--- config.mk ---
export PLATFORM = sky130hd
export DESIGN_NAME = score_board
export DESIGN_NICKNAME = d
export VERILOG_FILES = /design/src/rtl/score_board.sv
export SDC_FILE = /design/constraint.sdc
export NUM_CORES = 1
export LEC_CHECK = 0
export CAP_MARGIN = 20
export CELL_PAD_IN_SITES_DETAIL_PLACEMENT = 1
export CELL_PAD_IN_SITES_GLOBAL_PLACEMENT = 1
export CORE_ASPECT_RATIO = 0.7
export CORE_UTILIZATION = 51
export DETAILED_ROUTE_END_ITERATION = 10
export PLACE_DENSITY = 0.86
export SLEW_MARGIN = 5
export SYNTH_ARGS = -nofsm -noshare
export SYNTH_HDL_FRONTEND = slang
export SYNTH_SLANG_ARGS = --single-unit
--- constraint.sdc ---
create_clock -name mclk -period 7.5 [get_ports mclk]
set_clock_uncertainty 0.05 [all_clocks]
set_input_delay 1.125 -clock mclk [delete_from_list [all_inputs] [get_ports mclk]]
set_output_delay 1.125 -clock mclk [all_outputs]
set_load 0.02 [all_outputs]
--- src/rtl/score_board.sv ---
// score_board: keeps both players' scores from the rolling 2-bit miss counters,
// runs the RUN/OVER match state machine, and scans the four-digit active-low
// seven-segment display. After the match ends, the display blinks.
module score_board #(
    parameter int REFRESH_DIV = 50000,  // mclk cycles per digit slot
    parameter int WIN_SCORE   = 11,     // score that ends the match (1..99)
    parameter int BLINK_SCANS = 64      // full scans per blink half-period
) (
    input  logic       mclk,
    input  logic       rst,
    input  logic [1:0] lose1,
    input  logic [1:0] lose2,
    input  logic       game_clr,
    output logic [3:0] seg_select,
    output logic [6:0] seg_LED,
    output logic       match_over,
    output logic [1:0] winner
);

    // One blink half-period measured in clock cycles. A full scan is 4 digit slots.
    localparam int BLINK_PERIOD = BLINK_SCANS * 4 * REFRESH_DIV;
    localparam int SLOT_W       = (REFRESH_DIV > 1) ? $clog2(REFRESH_DIV) : 1;
    localparam int BLINK_W      = (BLINK_PERIOD > 1) ? $clog2(BLINK_PERIOD) : 1;

    localparam logic [6:0]         WIN        = 7'(WIN_SCORE);
    localparam logic [7:0]         WIN_EXT    = 8'(WIN_SCORE);
    localparam logic [SLOT_W-1:0]  SLOT_LAST  = SLOT_W'(REFRESH_DIV - 1);
    localparam logic [BLINK_W-1:0] BLINK_LAST = BLINK_W'(BLINK_PERIOD - 1);

    localparam logic [6:0] SEG_DARK = 7'b1111111;
    localparam logic [3:0] SEL_DARK = 4'b1111;

    typedef enum logic {
        RUN  = 1'b0,
        OVER = 1'b1
    } state_t;

    // Match state and scores
    state_t      state_reg, state_next;
    logic [6:0]  score1_reg, score1_next;
    logic [6:0]  score2_reg, score2_next;
    logic [1:0]  winner_reg, winner_next;
    logic [1:0]  prev1_reg, prev2_reg;

    // Miss decode
    logic [1:0]  d1, d2;
    logic [7:0]  sum1, sum2;
    logic        reach1, reach2;
    logic [6:0]  sat1, sat2;

    // Display scan and blink
    logic [SLOT_W-1:0]  slot_reg;
    logic [1:0]         digit_reg;
    logic [BLINK_W-1:0] blink_cnt_reg;
    logic               dark_reg;

    // Digit content
    logic [3:0]  tens1, ones1, tens2, ones2;
    logic [3:0]  digit_val;
    logic        digit_blank;
    logic [3:0]  sel_next;
    logic [6:0]  led_next;
    logic [3:0]  sel_reg;
    logic [6:0]  led_reg;

    // Active-low gfedcba pattern for one decimal digit.
    function automatic logic [6:0] seg_encode(input logic [3:0] v);
        logic [6:0] s;
        case (v)
            4'd0:    s = 7'b1000000;
            4'd1:    s = 7'b1111001;
            4'd2:    s = 7'b0100100;
            4'd3:    s = 7'b0110000;
            4'd4:    s = 7'b0011001;
            4'd5:    s = 7'b0010010;
            4'd6:    s = 7'b0000010;
            4'd7:    s = 7'b1111000;
            4'd8:    s = 7'b0000000;
            4'd9:    s = 7'b0010000;
            default: s = SEG_DARK;
        endcase
        return s;
    endfunction

    // Misses since last cycle; 2-bit subtraction gives the mod-4 distance,
    // so a wrap 11->00 reads as a single miss.
    assign d1 = lose1 - prev1_reg;
    assign d2 = lose2 - prev2_reg;

    // A miss by one player scores for the other. Saturate at the winning score.
    assign sum1   = {1'b0, score1_reg} + {6'b0, d2};
    assign sum2   = {1'b0, score2_reg} + {6'b0, d1};
    assign reach1 = (sum1 >= WIN_EXT);
    assign reach2 = (sum2 >= WIN_EXT);
    assign sat1   = reach1 ? WIN : sum1[6:0];
    assign sat2   = reach2 ? WIN : sum2[6:0];

    // Match FSM next state and score updates; game_clr overrides any delta.
    always_comb begin
        state_next  = state_reg;
        score1_next = score1_reg;
        score2_next = score2_reg;
        winner_next = winner_reg;
        if (game_clr) begin
            state_next  = RUN;
            score1_next = 7'd0;
            score2_next = 7'd0;
            winner_next = 2'b00;
        end else begin
            case (state_reg)
                RUN: begin
                    score1_next = sat1;
                    score2_next = sat2;
                    if (reach1 || reach2) begin
                        state_next  = OVER;
                        winner_next = {reach2, reach1};
                    end
                end
                default: begin
                    // Scores frozen until the match is cleared.
                end
            endcase
        end
    end

    // Match state register; prev tracks the counters every cycle, even when frozen.
    always_ff @(posedge mclk or negedge rst) begin
        if (!rst) begin
            state_reg  <= RUN;
            score1_reg <= 7'd0;
            score2_reg <= 7'd0;
            winner_reg <= 2'b00;
            prev1_reg  <= 2'b00;
            prev2_reg  <= 2'b00;
        end else begin
            state_reg  <= state_next;
            score1_reg <= score1_next;
            score2_reg <= score2_next;
            winner_reg <= winner_next;
            prev1_reg  <= lose1;
            prev2_reg  <= lose2;
        end
    end

    // Digit slot timer; the digit index advances each time a slot expires.
    always_ff @(posedge mclk or negedge rst) begin
        if (!rst) begin
            slot_reg  <= '0;
            digit_reg <= 2'd0;
        end else if (slot_reg == SLOT_LAST) begin
            slot_reg  <= '0;
            digit_reg <= digit_reg + 2'd1;
        end else begin
            slot_reg  <= slot_reg + SLOT_W'(1);
        end
    end

    // Blink timer: runs only in OVER, restarts lit on every entry to OVER or clear.
    always_ff @(posedge mclk or negedge rst) begin
        if (!rst) begin
            blink_cnt_reg <= '0;
            dark_reg      <= 1'b0;
        end else if (state_reg != OVER || game_clr) begin
            blink_cnt_reg <= '0;
            dark_reg      <= 1'b0;
        end else if (blink_cnt_reg == BLINK_LAST) begin
            blink_cnt_reg <= '0;
            dark_reg      <= ~dark_reg;
        end else begin
            blink_cnt_reg <= blink_cnt_reg + BLINK_W'(1);
        end
    end

    // Binary to two decimal digits (scores never exceed 99).
    assign tens1 = 4'(score1_reg / 7'd10);
    assign ones1 = 4'(score1_reg % 7'd10);
    assign tens2 = 4'(score2_reg / 7'd10);
    assign ones2 = 4'(score2_reg % 7'd10);

    // Pick the digit for the current slot and build the next select/segment pair.
    always_comb begin
        digit_val   = 4'd0;
        digit_blank = 1'b0;
        case (digit_reg)
            2'd0: digit_val = ones2;
            2'd1: begin
                digit_val   = tens2;
                digit_blank = (score2_reg < 7'd10);
            end
            2'd2: digit_val = ones1;
            default: begin
                digit_val   = tens1;
                digit_blank = (score1_reg < 7'd10);
            end
        endcase
        if (state_reg == OVER && dark_reg) begin
            sel_next = SEL_DARK;
            led_next = SEG_DARK;
        end else begin
            sel_next = ~(4'b0001 << digit_reg);
            led_next = digit_blank ? SEG_DARK : seg_encode(digit_val);
        end
    end

    // Display output registers: select and segments always update together.
    always_ff @(posedge mclk or negedge rst) begin
        if (!rst) begin
            sel_reg <= SEL_DARK;
            led_reg <= SEG_DARK;
        end else begin
            sel_reg <= sel_next;
            led_reg <= led_next;
        end
    end

    assign seg_select = sel_reg;
    assign seg_LED    = led_reg;
    assign match_over = (state_reg == OVER);
    assign winner     = winner_reg;

endmodule

Word level (Yosys, flattened, before mapping)
Memories as Yosys holds them, arrays and structs flattened. Index checks and enable logic that the tools add are counted.

Memories: 1. ROM bits: 112. Flip-flop bits (word level): 75.

Memory list: (name not given) (words 16, width 7, rd ports 1, clocked after memory_dff 0, write ports 0, RTL line 69) `case (v)`.

Div/mod/pow operators: 4. Eq/ne operators: 5. Reduce and logical (&&, ||, !) cells: 8. $lt $le $gt $ge: 4. Bitwise gates (word level): 3. Shifts and indexed selects: 1. Mux-type cells: 22. Add/subtract/negate cells: 7.

Operator list (count): two-way mux 7 bit (8); two-way mux 24 bit (2); adder 24 x 1 -> 24 bit, second input constant (1); == test 24 bit, second input constant (1); adder 16 x 1 -> 16 bit, second input constant (1); adder 7 x 2 -> 8 bit (2); == test 16 bit, second input constant (1); greater-or-equal comparator 8 x 4 -> 1 bit, second input constant (2); two-way mux 16 bit (1); divider 7 x 4 -> 7 bit, second input constant (2); < comparator 7 x 4 -> 1 bit, second input constant (2); modulo 7 x 4 -> 7 bit, second input constant (2); one-hot mux 4 bit (3 select lines) (1); two-way mux 2 bit (3); two-way mux 1 bit (5); two-way mux 4 bit (1); inverter 4 bit (1); nonzero test 2 bit (2); left shift 1 x 2 -> 4 bit, first input constant (1); subtractor 2 bit (2); adder 2 x 1 -> 2 bit, second input constant (1); == test 2 x 1 -> 1 bit, second input constant (1); == test 2 bit, second input constant (1); logical NOT 2 bit (1); 7 further kinds (9).

Longest topological paths before layout
Word-level depth: 7. Mapped depth: 18. Depth with buffers taken out: 16.

Least setup slack after synthesis
No wires, ideal clock.

Path type: flip-flop to flip-flop. Start point: reg digit_reg[0]. End point: reg led_reg[1], in the netlist seg_LED[1]. Buffers on the path: 1. Data arrival time: 3.279 ns. Cell stages (with the launch flop): 17. Period minus slack after synthesis: 3.389 ns. Library setup time: 0.060 ns. Path slack: 4.111 ns. Cell sequence: dfrtp_1 inv_1 ha_1 buf_6 mux2_4 mux4_2 o32ai_4 nor2_2 ha_1 o31ai_1 a21oi_1 xor2_1 o21ai_2 inv_1 ha_1 o21bai_1 a21o_1.

Cells in the longest elaborated chain, start to end: 5. Elaborated cells between the ends (all ways): 9. Classes of those cells: eq/ne: 2; mux: 4; reduce/logical: 2; memory: 1.

Ends and longest elaborated chain: start, declared (RTL line 53) `logic [1:0] digit_reg;`; start signal, assigned (RTL line 152) `digit_reg <= digit_reg + 2'd1;`; == test 2 bit (tied with other cells) (RTL line 184) `case (digit_reg)`; one-hot mux 4 bit (3 select lines) / OR reduction 2 bit (equally long branches); memory read (16 x 7 bit) / one-hot mux 1 bit (2 select lines) (equally long branches); two-way mux 7 bit (*) (RTL line 201) `led_next = digit_blank ? SEG_DARK : seg_encode(digit_val);`; two-way mux 7 bit (*) (RTL line 196) `if (state_reg == OVER && dark_reg) begin`; via led_next[1] (RTL line 62) `logic [6:0] led_next;`; end signal, assigned (RTL line 212) `led_reg <= led_next;`; end, declared (RTL line 64) `logic [6:0] led_reg;`.

Mark *: on every way through the listed nets, which the timed path passes. The rest lies on a longest branch. A chain may end at the register's enable or synchronous reset.

Worst setup path after layout
Start point: reg digit_reg[0]. End point: reg led_reg[6], in the netlist seg_LED[6].

The elaborated chain is that of the path after synthesis.

==> metrics.cfg <==
[run_status]
status = finished clean

[floorplan]
die-width_um = 114
initial_core_util = 0.528
rows = 28
die_h_um = 80.4
dieArea_mm2 = 0.00916
boundaryPins = 21
coreArea_mm2 = 0.00848

[critical_path]
worstPathArrival_ns = 4.32
end_kind = flop
required_ns = 7.71
max_stage_delay_ns = 0.73
cp_cell_sequence = inv_1 > ha_1 > mux2i_1 > nor2_1 > a32o_1 > nor2_2 > ha_1 > nand2_1 > a21oi_1 > a22oi_1 > o21ai_1 > and4b_4 > a21oi_1
slowest_stage = o21ai_1
path_max_fanout = 11
critPathKind = reg2reg
cp-start-kind = flop

[grt]
grt_overflow = 0
grt_max_degree = 76
grt_pass1_vias = 3750
grt_first_pass_wirelength_um = 19000
antenna_found_initial = 0
grt_usage = 0.270

[logic_synthesis]
yosys_warnings = 0
syn_nets = 499
ys.flop_type = dfrtp_1
syn_inst = 469
yosysUniqueCellTypes = 62
synth_edf_count = 0
ys_seq_area_frac = 0.422
avgSynthCellArea_um2 = 9.54
async_reset_ff_frac = 1.00
netlist_area_mm2 = 0.00448
ys_ff_latch = 75

[layout]
final_cell_mix = 64 x dfrtp_1, 59 x nor2_1, 34 x nand2_1
num-fill-cells = 982
multi_input_area_mm2 = 0.00239
antennaDiodeCount = 0
drive_above_1_share = 0.0896
ff_latch_area_mm2 = 0.00189
largest_reg_flops = 24
layout_commonest_cell = dfrtp_1
area_growth_pct = 11.9
final_nets = 516

[drt]
drc = 0
antenna_left = 0
first_pass_iters = 4
num_vias = 3531
drt-total-wl_um = 11300
avgRoutedWirePerCell_um = 18.5
drt-vias-per-instance = 5.78
drt_iter0_drc = 191

[hold_path]
hp-class = reg2reg

[clock_network]
cts_resized = 0
cts_setup_buffers = 0
clock_latency_ns = 0.34
cts_buffers = 9
cts-root-buf = clkbuf_16
cts_hold_buffers = 0
cts.clk_slew.worst_paths_ns = 0.07
cts_tree = built
clockBufferDepth = 2
cts.sinks = 75
htreeDepth = 3

[pwr]
p_leak_nw = 2.14
netSwitchingFraction = 0.386
power_frac_comb = 0.373
powerDensity_mw_per_mm2 = 298
irDropWorstVdd_uv = 228
internal_power_mw = 0.917
p_switching_mw = 0.576
clkPwrFrac = 0.279
seqPwrFrac = 0.347

[run]
maxCapViolCount = 0

[timing]
finalSetupViolCount = 0
relSlewSlack = 0.371
fin_crit_sh = 0.547
slew_viol_final = 0
tightest_slew_ns = 0.937
hold_viol = 0
max_freq_mhz = 244
rsz0062_at_grt = false
period_needed_ns = 4.10
setup_ws_ns = 3.40
fin_setup_tns_ns = 0

[placed_design]
dpl_worst_slack_ns = 3.22
hpwl_um = 7840
io_buffers = 20
gp_congestion = 0.863

through the flow:
step	instances	util	hold slack, ns	area, µm²	power [mW]
after floorplan	469	-	0.383	4480	0.911
after global placement	595	0.557	0.399	4720	1.03
after detailed placement	595	0.557	0.418	4720	1.07
after CTS	611	0.590	0.427	5010	1.50
after global routing	611	0.590	0.443	5010	1.58
final	611	0.590	0.422	5010	1.49
cell type report:
| cell class | count | share of cell area |
|---|---|---|
| multi-input cells | 355 | 0.477 |
| flip-flops and latches | 75 | 0.378 |
| clock buffers | 9 | 0.0450 |
| repair buffers | 20 | 0.0395 |
| well taps | 120 | 0.0300 |
| inverters | 25 | 0.0187 |
| clock inverters | 7 | 0.0120 |
final timing paths:
check                                    startpoint                          end  slack (ns)  cells past startpoint
max                        digit_reg[0]$_DFFE_PN0N_         seg_LED[6]$_DFF_PN1_        3.40                     13
max reg2reg                digit_reg[0]$_DFFE_PN0N_         seg_LED[6]$_DFF_PN1_        3.40                     13
min reg2reg                   slot_reg[0]$_DFF_PN0_        slot_reg[0]$_DFF_PN0_        0.42                      1
min                           slot_reg[0]$_DFF_PN0_        slot_reg[0]$_DFF_PN0_        0.42                      1
max in group asynchronous                       rst       slot_reg[13]$_DFF_PN0_        5.92                      1
min in group asynchronous                       rst  blink_cnt_reg[11]$_DFF_PN0_        0.87                      1
synthesized netlist by cell type, types with 6 or more instances:
| library cell | number | share of area |
|---|---|---|
| nand3_1 | 22 | 0.025 |
| nor3_1 | 16 | 0.018 |
| xnor2_1 | 21 | 0.041 |
| a21oi_1 | 29 | 0.032 |
| and3_1 | 6 | 0.0084 |
| dfrtp_1 | 64 | 0.36 |
| inv_1 | 24 | 0.020 |
| buf_6 | 6 | 0.015 |
| dfstp_2 | 11 | 0.065 |
| clkbuf_1 | 6 | 0.0050 |
| mux2i_1 | 18 | 0.040 |
| and2_1 | 8 | 0.011 |
| xor2_1 | 25 | 0.049 |
| nand2_1 | 34 | 0.029 |
| nor2_1 | 59 | 0.049 |
| ha_1 | 21 | 0.059 |
| o21ai_0 | 18 | 0.020 |
| nand4_1 | 8 | 0.011 |
metal layers:
metal	track usage	vias to the layer above	part of all wire
met5	0	-	0
met4	0.0805	0	0.012
met3	0.0664	14	0.038
li1	-	1669	-
met1	0.350	1779	0.47
met2	0.448	69	0.48
logic make-up after synthesis:
| family | after synthesis | synth area share |
|---|---|---|
| fa+ha+maj | 24 | 0.0699 |
| mux | 25 | 0.0621 |
| simple gates | 180 | 0.197 |
| buf+inv | 39 | 0.0439 |
| flops | 75 | 0.422 |
| xor+xnor | 46 | 0.0900 |
| compound gates | 80 | 0.115 |
power by group through the flow:
stage / combinational (mW) / clock [mW] / sequential (mW)
6_report: 0.558 / 0.417 / 0.518
4_1_cts: 0.559 / 0.423 / 0.516
2_1_floorplan: 0.390 / 0 / 0.521
3_5_place_dp: 0.551 / 0 / 0.522
5_1_grt: 0.614 / 0.439 / 0.524
3_3_place_gp: 0.512 / 0 / 0.517
worst max-delay path: cells and delay by family (launching register included):
kind	cells	cell delay [ns]
AOI/OAI and AO/OA	5	1.32
and+or+nand+nor	4	0.80
adders and majority gates	2	0.73
muxes	1	0.51
DFF	1	0.44
buffers and inverters	1	0.16
No activity file was read; power rests on OpenSTA's default activity.
